$ cat src/rtl/lcd_bus_scheduler_if.sv
// Client handshake and LCD pin bundle for lcd_bus_scheduler.
// The scheduler takes the slave side; the clients and the LCD pins sit on the master side.
interface lcd_bus_scheduler_if;
  logic       req0_valid;
  logic       req0_rs;
  logic       req0_single;
  logic [7:0] req0_data;
  logic       req0_ready;
  logic       req1_valid;
  logic       req1_rs;
  logic       req1_single;
  logic [7:0] req1_data;
  logic       req1_ready;
  logic       busy;
  logic       grant;
  logic       en;
  logic       rs;
  logic [3:0] data;

  modport master (
    output req0_valid, req0_rs, req0_single, req0_data,
    output req1_valid, req1_rs, req1_single, req1_data,
    input  req0_ready, req1_ready, busy, grant, en, rs, data
  );

  modport slave (
    input  req0_valid, req0_rs, req0_single, req0_data,
    input  req1_valid, req1_rs, req1_single, req1_data,
    output req0_ready, req1_ready, busy, grant, en, rs, data
  );
endinterface

$ cat src/rtl/lcd_bus_scheduler.sv
// Round-robin owner of the HD44780 4-bit bus: splits bytes into nibble strobes
// and inserts the settling gap after each write.
module lcd_bus_scheduler #(
  parameter int unsigned SHORT_GAP = 1,
  parameter int unsigned LONG_GAP  = 5
) (
  input  logic                clk,
  input  logic                reset,
  lcd_bus_scheduler_if.slave  bus
);

  typedef enum logic [2:0] {
    IDLE  = 3'd0,
    HI_EN = 3'd1,
    HI_LO = 3'd2,
    LO_EN = 3'd3,
    LO_LO = 3'd4,
    GAP   = 3'd5
  } state_t;

  localparam logic [7:0] SHORT_GAP_W = 8'(SHORT_GAP);
  localparam logic [7:0] LONG_GAP_W  = 8'(LONG_GAP);

  state_t     state_r;
  logic [7:0] gap_cnt_r;
  logic       rs_l_r;
  logic       single_l_r;
  logic [7:0] data_l_r;
  logic       grant_r;
  logic       busy_r;
  logic       en_r;
  logic       rs_pin_r;
  logic [3:0] data_pin_r;

  logic       win0_s;
  logic       win1_s;
  logic       ready0_s;
  logic       ready1_s;
  logic       sel_rs_s;
  logic       sel_single_s;
  logic [7:0] sel_data_s;
  logic [7:0] gap_len_s;

  // Clear/home and the power-on nibbles need the long settling time.
  function automatic logic is_long(input logic single, input logic rs, input logic [7:0] d);
    return single || (!rs && ((d == 8'h01) || (d == 8'h02) || (d == 8'h03)));
  endfunction

  // Arbitration, handshake and selection of the winning client's fields.
  always_comb begin
    win0_s       = 1'b0;
    win1_s       = 1'b0;
    sel_rs_s     = 1'b0;
    sel_single_s = 1'b0;
    sel_data_s   = 8'h00;
    if (bus.req0_valid && (!bus.req1_valid || grant_r)) begin
      win0_s = 1'b1;
    end else begin
      win0_s = 1'b0;
    end
    if (bus.req1_valid && (!bus.req0_valid || !grant_r)) begin
      win1_s = 1'b1;
    end else begin
      win1_s = 1'b0;
    end
    ready0_s = win0_s && (state_r == IDLE) && !reset;
    ready1_s = win1_s && (state_r == IDLE) && !reset;
    if (ready1_s) begin
      sel_rs_s     = bus.req1_rs;
      sel_single_s = bus.req1_single;
      sel_data_s   = bus.req1_data;
    end else begin
      sel_rs_s     = bus.req0_rs;
      sel_single_s = bus.req0_single;
      sel_data_s   = bus.req0_data;
    end
    gap_len_s = is_long(single_l_r, rs_l_r, data_l_r) ? LONG_GAP_W : SHORT_GAP_W;
  end

  // Transfer sequencer; pins are set on the edge that enters each state.
  always_ff @(posedge clk) begin
    if (reset) begin
      state_r    <= IDLE;
      gap_cnt_r  <= 8'd0;
      rs_l_r     <= 1'b0;
      single_l_r <= 1'b0;
      data_l_r   <= 8'h00;
      grant_r    <= 1'b1;
      busy_r     <= 1'b0;
      en_r       <= 1'b0;
      rs_pin_r   <= 1'b0;
      data_pin_r <= 4'h0;
    end else begin
      case (state_r)
        IDLE: begin
          if (ready0_s || ready1_s) begin
            grant_r    <= ready1_s;
            rs_l_r     <= sel_rs_s;
            single_l_r <= sel_single_s;
            data_l_r   <= sel_data_s;
            en_r       <= 1'b1;
            rs_pin_r   <= sel_rs_s;
            data_pin_r <= sel_data_s[7:4];
            busy_r     <= 1'b1;
            state_r    <= HI_EN;
          end else begin
            state_r    <= IDLE;
          end
        end
        HI_EN: begin
          en_r    <= 1'b0;
          state_r <= HI_LO;
        end
        HI_LO, LO_LO: begin
          if ((state_r == HI_LO) && !single_l_r) begin
            en_r       <= 1'b1;
            data_pin_r <= data_l_r[3:0];
            state_r    <= LO_EN;
          end else if (gap_len_s == 8'd0) begin
            busy_r  <= 1'b0;
            state_r <= IDLE;
          end else begin
            gap_cnt_r <= gap_len_s;
            state_r   <= GAP;
          end
        end
        LO_EN: begin
          en_r    <= 1'b0;
          state_r <= LO_LO;
        end
        GAP: begin
          if (gap_cnt_r <= 8'd1) begin
            gap_cnt_r <= 8'd0;
            busy_r    <= 1'b0;
            state_r   <= IDLE;
          end else begin
            gap_cnt_r <= gap_cnt_r - 8'd1;
          end
        end
        default: begin
          en_r      <= 1'b0;
          busy_r    <= 1'b0;
          gap_cnt_r <= 8'd0;
          state_r   <= IDLE;
        end
      endcase
    end
  end

  assign bus.req0_ready = ready0_s;
  assign bus.req1_ready = ready1_s;
  assign bus.busy       = busy_r;
  assign bus.grant      = grant_r;
  assign bus.en         = en_r;
  assign bus.rs         = rs_pin_r;
  assign bus.data       = data_pin_r;

endmodule

$ cat src/flat_wrapper.sv
// flat-port wrapper written by rule: the top's interface ports become plain ports
module lcd_bus_scheduler_flat 
#(
  parameter int unsigned SHORT_GAP = 1,
  parameter int unsigned LONG_GAP  = 5
)
  (clk, reset, bus_req0_valid, bus_req0_rs, bus_req0_single, bus_req0_data, bus_req1_valid, bus_req1_rs, bus_req1_single, bus_req1_data, bus_req0_ready, bus_req1_ready, bus_busy, bus_grant, bus_en, bus_rs, bus_data);
  lcd_bus_scheduler_if bus_i ();
  input  logic clk;
  input  logic reset;
  input wire logic [$bits(bus_i.req0_valid)-1:0] bus_req0_valid;
  input wire logic [$bits(bus_i.req0_rs)-1:0] bus_req0_rs;
  input wire logic [$bits(bus_i.req0_single)-1:0] bus_req0_single;
  input wire logic [$bits(bus_i.req0_data)-1:0] bus_req0_data;
  input wire logic [$bits(bus_i.req1_valid)-1:0] bus_req1_valid;
  input wire logic [$bits(bus_i.req1_rs)-1:0] bus_req1_rs;
  input wire logic [$bits(bus_i.req1_single)-1:0] bus_req1_single;
  input wire logic [$bits(bus_i.req1_data)-1:0] bus_req1_data;
  output wire logic [$bits(bus_i.req0_ready)-1:0] bus_req0_ready;
  output wire logic [$bits(bus_i.req1_ready)-1:0] bus_req1_ready;
  output wire logic [$bits(bus_i.busy)-1:0] bus_busy;
  output wire logic [$bits(bus_i.grant)-1:0] bus_grant;
  output wire logic [$bits(bus_i.en)-1:0] bus_en;
  output wire logic [$bits(bus_i.rs)-1:0] bus_rs;
  output wire logic [$bits(bus_i.data)-1:0] bus_data;
  assign bus_i.req0_valid = bus_req0_valid;
  assign bus_i.req0_rs = bus_req0_rs;
  assign bus_i.req0_single = bus_req0_single;
  assign bus_i.req0_data = bus_req0_data;
  assign bus_i.req1_valid = bus_req1_valid;
  assign bus_i.req1_rs = bus_req1_rs;
  assign bus_i.req1_single = bus_req1_single;
  assign bus_i.req1_data = bus_req1_data;
  assign bus_req0_ready = bus_i.req0_ready;
  assign bus_req1_ready = bus_i.req1_ready;
  assign bus_busy = bus_i.busy;
  assign bus_grant = bus_i.grant;
  assign bus_en = bus_i.en;
  assign bus_rs = bus_i.rs;
  assign bus_data = bus_i.data;
  lcd_bus_scheduler #(.SHORT_GAP(SHORT_GAP), .LONG_GAP(LONG_GAP)) u_core (.clk(clk), .reset(reset), .bus(bus_i));
endmodule
$ cat config.mk
export PLATFORM = sky130hd
export DESIGN_NAME = lcd_bus_scheduler_flat
export DESIGN_NICKNAME = d
export VERILOG_FILES = /design/src/rtl/lcd_bus_scheduler_if.sv /design/src/rtl/lcd_bus_scheduler.sv /design/src/flat_wrapper.sv
export SDC_FILE = /design/constraint.sdc
export NUM_CORES = 1
export LEC_CHECK = 0
export CORE_ASPECT_RATIO = 0.9
export CORE_MARGIN = 2
export CORE_UTILIZATION = 54
export DETAILED_ROUTE_END_ITERATION = 7
export PLACE_DENSITY = 0.88
export SYNTH_ARGS = -nofsm -noshare
export SYNTH_HDL_FRONTEND = slang
export SYNTH_SLANG_ARGS = --single-unit
$ cat constraint.sdc
create_clock -name clk -period 5.3 [get_ports clk]
set_input_delay 1.325 -clock clk [delete_from_list [all_inputs] [get_ports clk]]
set_output_delay 1.325 -clock clk [all_outputs]
set_load 0.01 [all_outputs]
After elaboration in Yosys (flattened, before gate mapping) --
Index checks and enable logic that the tools add are counted.
Cells by class: $add $sub $neg 1, order comparisons 1, equality and inequality tests 14, multiplexer cells 25, bitwise logic cells 3, reductions and logical operators 31
Operator list (count):
- $mux 8 | 4
- $pmux 8 s3 | 1
- $eq 8x2->1 const B | 2
- $pmux 3 s5 | 1
- $mux 3 | 4
- $mux 1 | 10
- $reduce_and 3->1 | 3
- $eq 8x1->1 const B | 1
- $le 8x1->1 const B | 1
- $logic_and 1x1->1 | 8
- $logic_not 8->1 | 1
- $mux 4 | 2
- $pmux 4 s2 | 1
- $sub 8x1->8 const B | 1
- $eq 3x2->1 const B | 2
- $eq 3x3->1 const B | 2
- $logic_not 1->1 | 6
- $logic_or 1x1->1 | 6
- $ne 2x1->1 const B | 3
- $ne 2x2->1 const B | 3
- $reduce_and 5->1 | 1
- $pmux 1 s4 | 1
- $reduce_or 2->1 | 2
- $eq 3x1->1 const B | 1
- 6 further kinds | 8
Word-level totals: register bits 28, input port bits 24, output and inout bits 10

Logic depth before layout (Yosys ltp) --
word-level depth 10, gate-level depth with buffers 7, depth with buffers taken out 6

Least setup slack after synthesis --
OpenSTA, ideal clock, no wires.
kind input to output, start input reset, end output bus_req0_ready, data arrival time 2440 ps, data required time 3975 ps, setup slack 1535 ps, stages 4, path through clkbuf_1 > or4_4 > buf_6 > a211oi_1
On the way: word-level cells in the longest chain between the ends 2
Ends and longest elaborated chain:
- from (decl) | line flat_wrapper.sv:10 | input logic reset;
- $logic_not 1->1 | line lcd_bus_scheduler.sv:66 | ready0_s = win0_s && (state_r == IDLE) && !reset;
- $logic_and 1x1->1 | line lcd_bus_scheduler.sv:66
- to (decl) | line flat_wrapper.sv:19 | output wire logic [$bits(bus_i.req0_ready)-1:0] bus_req0_ready;
Every way passes these cells.

Worst setup path after layout --
start input bus_req1_valid, end output bus_req1_ready
On the way: word-level cells in the longest chain between the ends 4
Ends and longest elaborated chain:
- from (decl) | line flat_wrapper.sv:15 | input wire logic [$bits(bus_i.req1_valid)-1:0] bus_req1_valid;
- $logic_and 1x1->1 | line lcd_bus_scheduler.sv:61 | if (bus.req1_valid && (!bus.req0_valid || !grant_r)) begin
- $mux 1 | line lcd_bus_scheduler.sv:61
- $logic_and 1x1->1 (2 in a row) | line lcd_bus_scheduler.sv:67 | ready1_s = win1_s && (state_r == IDLE) && !reset;
- to (decl) | line flat_wrapper.sv:20 | output wire logic [$bits(bus_i.req1_ready)-1:0] bus_req1_ready;
Every way passes these cells.

==> impl_metrics.csv <==
group,metric,value,unit
outcome,outcome,"complete, no violations",
clocking,hold_buffers,0,
clocking,htreeDepth,1,
power_and_ir_drop,finalPower,0.560,mW
drt,vias,1422,
die,initial_core_util,56.9,%
logic_synthesis,avgSynthCellArea,8.88,sq um
clocking,cts_resized,0,
clocking,post_cts.repair.setup_buffers,0,
power_and_ir_drop,p_leak,0.692,nW
logic_synthesis,netlist.top_cell.by_area,"dfxtp_1",
drt,first_iter_violations,48,
logic_synthesis,netlist_area,1560,sq um
power_and_ir_drop,p_switching,0.192,mW
setup_path,crit_path_max_fanout,8,
drt,dr_wl_met3,170,um
die,die_w,60.7,um
logic_synthesis,ys_async_sr_fraction,0,%
drt,route.met2.wl,1650,um
clocking,tritoncts,"built",
sta,slew_violations,0,
clocking,clock_sinks,28,
sta,tightestPinTransition,568,ps
die,placementRows,18,
clocking,cts_inserted_buffers,3,
grt,grt_start_max_net_pins,22,
clocking,clk_pin_slew_worst_paths,140,ps
logic_synthesis,synth_top_area_share,35.9,%
drt,drc,0,
grt,grt_pass1_vias,1342,
clocking,clockRootBuffer,"clkbuf_4",
die,fp.coreArea,2750,sq um
power_and_ir_drop,p_comb_share,35.9,%
setup_path,path_common_cell,"clkdlybuf4s50_1",
final_layout,area_delta_synth_final,22.3,%
die,io_pins,34,
logic_synthesis,yosys-top-cells-area,"dfxtp_1 36%, a311oi_2 9.6%, nor2_1 5.8%",
setup_path,critPathSlowestCell,"clkdlybuf4s50_1",
logic_synthesis,ys_seq_area_share,35.9,%
logic_synthesis,synth_edf_count,0,
setup_path,cp-end-kind,"output port",
final_layout,layout_common_cells,"33 x clkdlybuf4s50_1, 28 x dfxtp_1, 24 x nor2_1, 14 x nand2_1, 12 x inv_1",
placement,gp_congestion,0.939,
setup_path,crit_type,"in -> out",
final_layout,drive_gt1_share,12.8,%
power_and_ir_drop,seqPwrFrac,48.1,%
sta,slew_headroom,62.0,%
sta,period_share,90.3,%
power_and_ir_drop,p_int,0.368,mW
setup_path,critPathTopFamily,"buffers and inverters",
power_and_ir_drop,ir_worst_vdd,0.140,mV
logic_synthesis,ys_seq_elements,28,
clocking,insertion_delay,340,ps
setup_path,start_kind,"input pin",
worst_hold_path,min_path_type,"reg -> reg",
final_layout,final_net_count,231,
logic_synthesis,syn_inst,176,
power_and_ir_drop,p_clk_share,16.0,%
clocking,cts_buffer_depth,2,
sta,finalSetupViolCount,0,
drt,top_layer_used,"met4",
drt,firstDrtPassIters,4,
drt,drt-met1-wl,1600,um
setup_path,crit_chain,"clkdlybuf4s50_1 -> a21boi_0 -> nand2_1 -> inv_1 -> clkdlybuf4s50_1",
drt,viasPerCell,5.85,
power_and_ir_drop,power.density,293,nW/um^2
job,maxCapViolations,0,
grt,overflow,0,
logic_synthesis,syn_nets,202,
grt,antenna_found_initial,0,
logic_synthesis,ys.flop_type,"dfxtp_1",
sta,skew,5.69,ps
grt,grt_usage,22.3,%
sta,fin_crit,4790,ps
drt,finalWirelength,3490,um
drt,ant_nets,0,
setup_path,worstPathArrival,3460,ps
sta,tns,0,ps
sta,report.final.hold_viol_count,0,
power_and_ir_drop,p_sw_share,34.3,%
die,die-area,3340,sq um
die,chipHeight,55.0,um
drt,wire_per_inst,14.4,um
setup_path,crit_buf_inv,3,
logic_synthesis,ys_types,41,
placement,dp_hpwl,2670,um
setup_path,required,3970,ps
final_layout,mostFrequentLayoutCell,"clkdlybuf4s50_1",
logic_synthesis,yosysWarnings,0,
sta,rsz0062_at_grt,"no",
final_layout,n_antenna_cell,0,
placement,port_buffers,33,
setup_path,slowest_delay,570,ps
sta,fmax,209,MHz
grt,grt_pass1_wl,5580,um
==> through the flow <==
| step | util [%] | worst slack (ps) | hold slack (ps) | cells | instance area [sq um] |
|---|---|---|---|---|---|
| floorplan | - | 1540 | 480 | 176 | 1560 |
| global placement | 68.8 | 662 | 473 | 240 | 1890 |
| detailed placement | 68.8 | 563 | 472 | 240 | 1890 |
| CTS | 69.6 | 535 | 493 | 243 | 1910 |
| global route | 69.6 | 374 | 513 | 243 | 1910 |
| finish | 69.6 | 513 | 494 | 243 | 1910 |
==> Yosys cell counts (3+ instances only) <==
| cell | number |
|---|---|
| xor2_1 | 6 |
| o211ai_1 | 9 |
| a211oi_1 | 3 |
| nand2_1 | 14 |
| o32ai_1 | 4 |
| inv_1 | 12 |
| dfxtp_1 | 28 |
| or2_2 | 3 |
| nor2_1 | 24 |
| and3_1 | 4 |
| a21oi_1 | 4 |
| buf_6 | 3 |
| nand3_1 | 4 |
| nor3_1 | 4 |
| clkbuf_1 | 6 |
| o21ai_0 | 7 |
| a311oi_2 | 10 |
==> final timing paths <==
| kind | start | end | slack [ps] | cells past startpoint |
|---|---|---|---|---|
| min reg2reg | u_core.bus.data[1]$_SDFFE_PP0P_ | u_core.bus.data[1]$_SDFFE_PP0P_ | 490 | 2 |
| max reg2reg | u_core.state_r[2]$_SDFFE_PP0P_ | u_core.data_l_r[2]$_SDFFE_PP0P_ | 3170 | 4 |
| min | u_core.bus.data[1]$_SDFFE_PP0P_ | u_core.bus.data[1]$_SDFFE_PP0P_ | 490 | 2 |
| max | bus_req1_valid | bus_req1_ready | 510 | 5 |
==> cell families (layout without fill, tap and decap cells) <==
group                      Yosys count  after routing  share of synthesized area (%)
buffers and inverters               23             50                           7.29
xor gates and xnor gates             6              6                           3.36
adders and majority gates            2              2                           1.60
AOI/OAI and AO/OA                   51             51                           30.1
DFF                                 28             28                           35.9
and+or+nand+nor                     66             66                           21.8
==> per-layer routing <==
layer | up-vias | GRT usage (%)
met5 | - | 0
met3 | 5 | 3.26
met4 | 0 | 14.5
met1 | 667 | 27.7
li1 | 704 | -
met2 | 46 | 36.4
==> sequential cells by signal, summed over array words and instances (netlist names) <==
signal	cells
u_core.data_l_r	8
u_core.bus.grant	1
u_core.bus.en	1
u_core.gap_cnt_r	8
u_core.single_l_r	1
u_core.rs_l_r	1
u_core.state_r	3
u_core.bus.data	4
u_core.bus.busy	1
==> power groups by stage <==
stage,Clock [mW],Combinational (mW),Sequential [mW]
2_1_floorplan,0,0.146,0.267
3_3_place_gp,0,0.193,0.272
3_5_place_dp,0,0.199,0.275
4_1_cts,0.0923,0.201,0.270
5_1_grt,0.0951,0.220,0.275
6_report,0.0894,0.201,0.270
==> area by class of cell <==
| cell class | count | area, sq um |
|---|---|---|
| multi-input combinational | 125 | 888 |
| timing repair buffer | 35 | 345 |
| inverter | 12 | 45.0 |
| fill | 218 | 836 |
| sequential | 28 | 561 |
| clock buffer | 3 | 22.5 |
| tap | 40 | 50.0 |
==> worst min-delay path: cells and delay by family (launching register included) <==
family | cells | cell delay [ps]
compound gates | 1 | 70
buf+inv | 1 | 50
flops | 1 | 340
(Power assumes the default switching activity.)
